**src/rtl/ISO14443A_pkg.sv**
```systemverilog
// Shared ISO14443A types: rx frame status codes, controller states and CRC_A seed.
package ISO14443A_pkg;

  typedef enum logic [2:0] {
    RxFrameStatus_NONE     = 3'd0,
    RxFrameStatus_OK       = 3'd1,
    RxFrameStatus_EMPTY    = 3'd2,
    RxFrameStatus_PARITY   = 3'd3,
    RxFrameStatus_SEQUENCE = 3'd4,
    RxFrameStatus_OVERFLOW = 3'd5,
    RxFrameStatus_ABORTED  = 3'd6,
    RxFrameStatus_CRC      = 3'd7
  } RxFrameStatus;

  typedef enum logic [1:0] {
    ST_IDLE    = 2'd0,
    ST_RECV    = 2'd1,
    ST_DISCARD = 2'd2,
    ST_HOLD    = 2'd3
  } rx_frame_state_e;

  localparam logic [15:0] CRC_A_INIT = 16'h6363;

endpackage

```
**src/rtl/crc_a_byte.sv**
```systemverilog
// Combinational single-byte CRC_A update (reflected poly 0x8408), shared by rx and tx paths.
module crc_a_byte (
  input  logic [15:0] crc_in,
  input  logic [7:0]  byte_in,
  output logic [15:0] crc_out
);

  logic [15:0] c;

  always_comb begin
    c = crc_in ^ {8'h00, byte_in};
    for (int i = 0; i < 8; i++) begin
      c = c[0] ? ((c >> 1) ^ 16'h8408) : (c >> 1);
    end
    crc_out = c;
  end

endmodule

```
**src/rtl/rx_frame_ctrl.sv**
```systemverilog
// Single-frame buffer/classifier between rx and the PICC layer, streamed out over valid/ready.
// Optional CRC_A residue check enabled by defining RX_FRAME_CTRL_CRC_CHECK_EN.
module rx_frame_ctrl
  import ISO14443A_pkg::*;
#(
  parameter int MAX_BYTES = 16
) (
  input  logic                             clk,
  input  logic                             rst_n,
  input  logic                             tx_busy,
  input  logic                             soc,
  input  logic                             eoc,
  input  logic                             data_valid,
  input  logic                             sequence_error,
  input  logic                             parity_error,
  input  logic [7:0]                       data,
  input  logic [2:0]                       data_bits,
  output logic                             frame_valid,
  output RxFrameStatus                     frame_status,
  output logic [$clog2(MAX_BYTES+1)-1:0]   frame_len,
  output logic [2:0]                       frame_last_bits,
  output logic [7:0]                       out_data,
  output logic                             out_valid,
  input  logic                             out_ready,
  output logic                             out_last,
  output logic                             overrun
);

  localparam int PW = $clog2(MAX_BYTES + 1);
  localparam int AW = $clog2(MAX_BYTES);

  rx_frame_state_e state_q, state_d;
  RxFrameStatus    status_q, status_d;
  logic [PW-1:0]   wptr_q, wptr_d;
  logic [PW-1:0]   rptr_q, rptr_d;
  logic [PW-1:0]   len_q, len_d;
  logic [2:0]      last_bits_q, last_bits_d;
  logic            overrun_q, overrun_d;
  logic            we;
  logic            full;
  logic            at_last;
  logic [7:0]      mem_q [MAX_BYTES];

`ifdef RX_FRAME_CTRL_CRC_CHECK_EN
  logic [15:0] crc_q, crc_d, crc_nx;

  crc_a_byte u_crc (
    .crc_in  (crc_q),
    .byte_in (data),
    .crc_out (crc_nx)
  );
`endif

  assign full    = (wptr_q == PW'(MAX_BYTES));
  assign at_last = (rptr_q == len_q - PW'(1));

  always_ff @(posedge clk or negedge rst_n) begin
    if (!rst_n) begin
      state_q     <= ST_IDLE;
      status_q    <= RxFrameStatus_NONE;
      wptr_q      <= '0;
      rptr_q      <= '0;
      len_q       <= '0;
      last_bits_q <= '0;
      overrun_q   <= 1'b0;
`ifdef RX_FRAME_CTRL_CRC_CHECK_EN
      crc_q       <= CRC_A_INIT;
`endif
    end else begin
      state_q     <= state_d;
      status_q    <= status_d;
      wptr_q      <= wptr_d;
      rptr_q      <= rptr_d;
      len_q       <= len_d;
      last_bits_q <= last_bits_d;
      overrun_q   <= overrun_d;
`ifdef RX_FRAME_CTRL_CRC_CHECK_EN
      crc_q       <= crc_d;
`endif
    end
  end

  // Frame storage is data only, so it is left out of reset.
  always_ff @(posedge clk) begin
    if (we) mem_q[wptr_q[AW-1:0]] <= data;
  end

  always_comb begin
    state_d     = state_q;
    status_d    = status_q;
    wptr_d      = wptr_q;
    rptr_d      = rptr_q;
    len_d       = len_q;
    last_bits_d = last_bits_q;
    overrun_d   = 1'b0;
    we          = 1'b0;
`ifdef RX_FRAME_CTRL_CRC_CHECK_EN
    crc_d       = crc_q;
`endif
    case (state_q)
      ST_IDLE: begin
        if (soc && !tx_busy) begin
          state_d  = ST_RECV;
          status_d = RxFrameStatus_NONE;
          wptr_d   = '0;
`ifdef RX_FRAME_CTRL_CRC_CHECK_EN
          crc_d    = CRC_A_INIT;
`endif
        end
      end
      ST_RECV: begin
        if (tx_busy) begin
          status_d = RxFrameStatus_ABORTED;
          state_d  = ST_DISCARD;
        end else if (sequence_error) begin
          status_d = RxFrameStatus_SEQUENCE;
          state_d  = ST_DISCARD;
        end else if (parity_error) begin
          status_d = RxFrameStatus_PARITY;
          state_d  = ST_DISCARD;
        end else if (data_valid) begin
          if (full) begin
            status_d = RxFrameStatus_OVERFLOW;
            state_d  = ST_DISCARD;
          end else begin
            we     = 1'b1;
            wptr_d = wptr_q + PW'(1);
`ifdef RX_FRAME_CTRL_CRC_CHECK_EN
            crc_d  = crc_nx;
`endif
          end
        end else if (eoc) begin
          if (data_bits != 3'd0) begin
            if (full) begin
              status_d = RxFrameStatus_OVERFLOW;
              state_d  = ST_DISCARD;
            end else begin
              we          = 1'b1;
              wptr_d      = wptr_q + PW'(1);
              len_d       = wptr_q + PW'(1);
              last_bits_d = data_bits;
              rptr_d      = '0;
              status_d    = RxFrameStatus_OK;
              state_d     = ST_HOLD;
            end
          end else if (wptr_q == '0) begin
            status_d = RxFrameStatus_EMPTY;
            state_d  = ST_IDLE;
`ifdef RX_FRAME_CTRL_CRC_CHECK_EN
          end else if (wptr_q >= PW'(3) && crc_q != 16'h0000) begin
            status_d = RxFrameStatus_CRC;
            state_d  = ST_DISCARD;
`endif
          end else begin
            len_d       = wptr_q;
            last_bits_d = 3'd0;
            rptr_d      = '0;
            status_d    = RxFrameStatus_OK;
            state_d     = ST_HOLD;
          end
        end
      end
      ST_DISCARD: begin
        if (eoc) state_d = ST_IDLE;
      end
      ST_HOLD: begin
        // A second frame cannot be buffered; flag it and keep the held one intact.
        if (soc && !tx_busy) overrun_d = 1'b1;
        if (out_ready) begin
          rptr_d = rptr_q + PW'(1);
          if (at_last) state_d = ST_IDLE;
        end
      end
      default: state_d = ST_IDLE;
    endcase
  end

  always_comb begin
    frame_valid     = (state_q == ST_HOLD);
    out_valid       = (state_q == ST_HOLD);
    out_data        = out_valid ? mem_q[rptr_q[AW-1:0]] : 8'h00;
    out_last        = out_valid && at_last;
    frame_status    = status_q;
    frame_len       = len_q;
    frame_last_bits = last_bits_q;
    overrun         = overrun_q;
  end

endmodule

```
**config.mk**
```make
export PLATFORM = sky130hd
export DESIGN_NAME = rx_frame_ctrl
export DESIGN_NICKNAME = d
export VERILOG_FILES = /design/src/rtl/ISO14443A_pkg.sv /design/src/rtl/crc_a_byte.sv /design/src/rtl/rx_frame_ctrl.sv
export SDC_FILE = /design/constraint.sdc
export NUM_CORES = 1
export LEC_CHECK = 0
export BUFFER_PORTS_ARGS = -buffer_cell sky130_fd_sc_hd__buf_2
export CAP_MARGIN = 0
export CORE_MARGIN = 2
export CORE_UTILIZATION = 26
export DETAILED_ROUTE_END_ITERATION = 8
export HOLD_SLACK_MARGIN = 0.08
export PLACE_DENSITY = 0.41
export SYNTH_ARGS = -nofsm -noshare
export SYNTH_HDL_FRONTEND = slang
export SYNTH_SLANG_ARGS = --single-unit
```
**constraint.sdc**
```tcl
create_clock -name clk -period 2.54 [get_ports clk]
set_input_delay 0.381 -clock clk [delete_from_list [all_inputs] [get_ports clk]]
set_output_delay 0.381 -clock clk [all_outputs]
set_load 0.02 [all_outputs]
```
# Yosys cells after proc, flatten, opt, wreduce, memory -nomap -nowiden
# Memories as Yosys holds them, arrays and structs flattened.
# Cells that the tools add are included.
[classes]
n_addsub = 3
bitwise = 4
multipliers = 0
order_cmp = 0
eq_ne = 22
n_reduce_logical = 13
div = 0
n_mux = 63
shift = 0
[op_table]
columns = ["operator", "n"]
rows = [
  ["$mux W5", 20],
  ["$mux W3", 12],
  ["$mux W2", 13],
  ["$pmux W5 S2", 2],
  ["$ne A2 B2 Y1 const B", 9],
  ["$mux W1", 13],
  ["$ne A3 B3 Y1 const B", 4],
  ["$ne A6 B6 Y1 const B", 2],
  ["$add A5 B1 Y5 const B", 2],
  ["$reduce_and A9 Y1", 1],
  ["$mux W8", 1],
  ["$pmux W2 S4", 1],
  ["$reduce_and A8 Y1", 1],
  ["$reduce_and A7 Y1", 1],
  ["$pmux W3 S2", 1],
  ["$reduce_and A6 Y1", 1],
  ["$eq A5 B5 Y1", 1],
  ["$eq A5 B5 Y1 const B", 1],
  ["$logic_not A5 Y1", 1],
  ["$sub A5 B1 Y5 const B", 1],
  ["$eq A2 B2 Y1 const B", 2],
  ["$ne A2 B1 Y1 const B", 2],
  ["$not A1 Y1", 4],
  ["$reduce_and A4 Y1", 1],
  ["6 further kinds", 8],
]
[word_totals]
ram_bits = 128
register_bits = 24
romBits = 0
input_bits = 20
mem_count = 1
latchBits = 0
[memory_table]
columns = ["name", "depth", "width", "rd", "rd_ports_with_merged_regs", "wr", "line", "source"]
rows = [
  ["mem_q", 16, 8, 1, 0, 1, "rx_frame_ctrl.sv:42", "logic [7:0] mem_q [MAX_BYTES];"],
]

# Logic depth before layout (Yosys ltp)
[depth]
depth_word = 11
mapped_depth = 7
ltp_nobuf = 6

# Worst setup path after synthesis
# OpenSTA, ideal clock, no wires.
[synth_path]
path_type = "reg2out"
from = "register len_q[0] (netlist: frame_len[0])"
to = "output out_last"
path_stages_with_launch = 6
arrival_time_ns = 1.754
path_buffers = 0
setup_slack_ns = 0.405
path_cell_list = "dfrtp_1 -> inv_1 -> ha_1 -> or3_1 -> a311oi_1 -> and2_1"
[synth_via]
elab_chain_len = 3
[synth_lines]
columns = ["item", "line", "source"]
rows = [
  ["start: declaration", "rx_frame_ctrl.sv:36", "logic [PW-1:0] len_q, len_d;"],
  ["start signal: assignment", "rx_frame_ctrl.sv:74", "len_q <= len_d;"],
  ["$sub A5 B1 Y5", "rx_frame_ctrl.sv:55", "assign at_last = (rptr_q == len_q - PW'(1));"],
  ["$eq A5 B5 Y1", "rx_frame_ctrl.sv:55", ""],
  ["$logic_and A1 B1 Y1", "rx_frame_ctrl.sv:182", "out_last = out_valid && at_last;"],
  ["end: declaration", "rx_frame_ctrl.sv:25", "output logic out_last,"],
]
# No other way between the ends.

# Final worst setup path
[layout_path]
from = "register rptr_q[0]"
to = "output out_data[6]"
[layout_via]
elab_chain_len = 2
[layout_lines]
columns = ["item", "line", "source"]
rows = [
  ["start: declaration", "rx_frame_ctrl.sv:35", "logic [PW-1:0] rptr_q, rptr_d;"],
  ["start signal: assignment", "rx_frame_ctrl.sv:73", "rptr_q <= rptr_d;"],
  ["$mem_v2 Z16 W8", "-", ""],
  ["$mux W8", "rx_frame_ctrl.sv:181", "out_data = out_valid ? mem_q[rptr_q[AW-1:0]] : 8'h00;"],
  ["end: declaration", "rx_frame_ctrl.sv:22", "output logic [7:0] out_data,"],
]
# No other way between the ends.

==> reports/metrics.csv <==
stage;metric;value;unit
run_status;status;finished with violations;
run_status;violations;setup timing;
synth;ys_seq_area_share;68.1;%
grt;grt_pass1_vias;3808;
synth;synth_common_cells;128 x edfxtp_1, 32 x mux4_2, 24 x dfrtp_1, 19 x mux2i_1, 15 x nor2_1;
critical_path;critPathCaptureType;primary output;
sta;rsz0062_at_grt;true;
critical_path;reg2reg_slack;0.17;ns
cells_and_area;seq_area;4450;um^2
floorplan;rows;57;
synth;async_reset_ff_share;15.8;%
place;dp_hpwl;9800;um
sta;period_share;101;%
clock_network;clockBufferDepth;2;
sta;relSlewSlack;55.4;%
floorplan;die_w;162;um
place;post-place-ws;0.182;ns
critical_path;crit_path_start;rptr_q[0]$_DFFE_PN0P_;
synth;syn_avg_cell_area;17.0;um^2
routing;via_per_inst;4.66;
sta;layout_min_cycle_time;2.57;ns
synth;yosysTopAreaCell;edfxtp_1;
synth;yosys_warnings;0;
routing;drtPass1Iterations;4;
cells_and_area;area_growth;24.4;%
critical_path;reg2reg_to;frame_status[0]$_DFFE_PN0P_;
critical_path;required;2.16;ns
floorplan;core;24500;um^2
clock_network;worstSkewPairLatency;0.43;ns
sta;skew;0.0131;ns
floorplan;die-area;26400;um^2
floorplan;start_util;26.7;%
synth;synth_edf_count;128;
routing;drtAntennaViolNets;0;
clock_network;cts_made_buffers;17;
floorplan;ios;43;
clock_network;clk_pin_slew;0.07;ns
clock_network;cts_root_buffer;clkbuf_16;
routing;drcViolationCount;0;
routing;num_vias;3737;
power;irDropWorstVdd;0.569;mV
synth;syn-num-nets;409;
critical_path;endpoint;out_data[6];
synth;yosysMostFrequentCell;edfxtp_1;
cells_and_area;drive_above_1_share;35.8;%
power;p_leak;2.93;nW
synth;netlist_area;6530;um^2
synth;ys_ff_latch;152;
cells_and_area;multi_input_area;2040;um^2
place;gp_congestion;0.745;
grt;grt_start_max_net_pins;37;
sta;hold_viol;0;
grt;grt_overflow;0;
routing;dr_wl_met2;8080;um
cells_and_area;n_antenna_cell;0;
cells_and_area;fillCellCount;2371;
sta;drv_slew;0;
sta;worstMarginPinSlew;0.669;ns
synth;synth.distinct_cells;55;
synth;synth_cells;383;
critical_path;reg2reg_from;wptr_q[0]$_DFFE_PN0P_;
routing;wl_per_cell;19.8;um
clock_network;h-tree-depth;4;
place;placed_cell_area;7290;um^2
cells_and_area;utilization;33.2;%
cells_and_area;nNetsFinal;492;
floorplan;die-height;162;um
sta;setup_ws;-0.0271;ns
routing;dr_wl_met3;724;um
cells_and_area;final_cell_area;8120;um^2
sta;setup_viol;3;
sta;fmax;390;MHz
grt;grt_usage;12.0;%
critical_path;cp_max_fo;6;
synth;synthDominantCellAreaShare;58.9;%
critical_path;critPathKind;reg -> out;
routing;top_layer;met4;
clock_network;cts_sinks;152;
synth;synth-main-ff-cell;edfxtp_1;
routing;drt-initial-drc-count;192;
clock_network;cts_tree;yes;
place;port_buffers;42;
routing;wl_met1;7010;um
critical_path;arrival;2.19;ns
power;powerDensity;1010;nW/um^2
grt;antenna_found_initial;0;
job;cap_violations;0;
grt;grt_first_pass_wirelength;23000;um
critical_path;start_kind;register;
routing;finalWirelength;15900;um
critical_path;rr_worst_depth;6;
synth;synth.area.top_cells;edfxtp_1 59%, mux4_2 11%, dfrtp_1 9.2%, mux2i_1 2.9%, and3_1 1.2%;
min_path;hold_class;in -> reg;
==> worst max-delay path, stage by stage, from the launching register on <==
cell       delay (ns)
dfrtp_2          0.41
buf_6            0.14
clkbuf_16        0.16
mux4_2           0.50
mux2i_1          0.22
o22ai_2          0.15
buf_6            0.17
==> layout make-up <==
type / instances / share of cell area, %
Tap cell: 324 / 4.99
Multi-Input combinational cell: 202 / 25.1
Clock buffer: 17 / 5.24
Inverter: 9 / 0.416
Clock inverter: 14 / 1.65
Sequential cell: 152 / 54.7
Timing Repair Buffer: 84 / 7.89
==> registers in the layout, summed over array words and instances (netlist names) <==
register,flops
mem_q,128
overrun,1
frame_len,5
frame_last_bits,3
state_q,2
wptr_q,5
rptr_q,5
frame_status,3
==> layer usage <==
metal,GRT usage [%],up-vias
met5,0,-
met4,3.38,0
li1,-,1711
met1,15.3,1945
met2,20.2,75
met3,3.26,6
==> worst min-delay path by stage <==
stage / start / to / slack, ns / depth (start not counted)
after global routing: data_bits[2] / frame_last_bits[2]$_DFFE_PN0P_ / 0.29 / 2
after floorplan: rst_n / frame_last_bits[0]$_DFFE_PN0P_ / 0.09 / 0
after global placement: rst_n / rptr_q[2]$_DFFE_PN0P_ / 0.43 / 1
after detailed placement: rst_n / rptr_q[2]$_DFFE_PN0P_ / 0.44 / 1
final: data_bits[1] / frame_last_bits[1]$_DFFE_PN0P_ / 0.28 / 2
after CTS: data_bits[1] / frame_last_bits[1]$_DFFE_PN0P_ / 0.26 / 2
==> placed cells by master (no fill, tap or decap), drive strengths merged, types with 7 or more instances in the layout <==
| cell type | netlist | final |
|---|---|---|
| mux2 | 7 | 7 |
| nand2 | 10 | 10 |
| clkbuf | 9 | 19 |
| mux4 | 32 | 32 |
| inv | 8 | 16 |
| o21ai | 10 | 10 |
| mux2i | 19 | 19 |
| o22ai | 9 | 9 |
| buf | 11 | 81 |
| edfxtp | 128 | 128 |
| dfrtp | 24 | 24 |
| and3 | 13 | 13 |
| nor2 | 15 | 15 |
==> cells by family after synthesis <==
family	synth area share (%)
simple gates	7.00
fa+ha+maj	1.15
flops	68.1
mux	15.2
compound gates	5.52
xor+xnor	1.21
buf+inv	1.88
==> through the flow <==
step | cells | total power, W | setup TNS [ns] | hold WS [ns]
2_1_floorplan | 383 | 0.00461 | 0 | 0.0854
3_3_place_gp | 755 | 0.00539 | 0 | 0.425
3_5_place_dp | 755 | 0.00540 | 0 | 0.437
4_1_cts | 788 | 0.00791 | -0.182 | 0.263
5_1_grt | 802 | 0.00859 | -0.600 | 0.295
6_report | 802 | 0.00820 | -0.0591 | 0.285
==> power by group <==
group | switching [W] | internal, W | leakage, nW
Combinational | 0.00143 | 0.00139 | 1.21
Clock | 0.00111 | 0.00129 | 0.266
Sequential | 0.000143 | 0.00284 | 1.45
Total | 0.00268 | 0.00551 | 2.93
==> repair_timing <==
item	in CTS	in global routing
hold buffers	1	0
pin swaps	0	5
cloned	0	3
setup endpoints to repair	9	9
buffers inserted	1	11
endpoints found under the hold margin	24	0
resized for setup	8	17
Power figures use the tool's default switching activity.
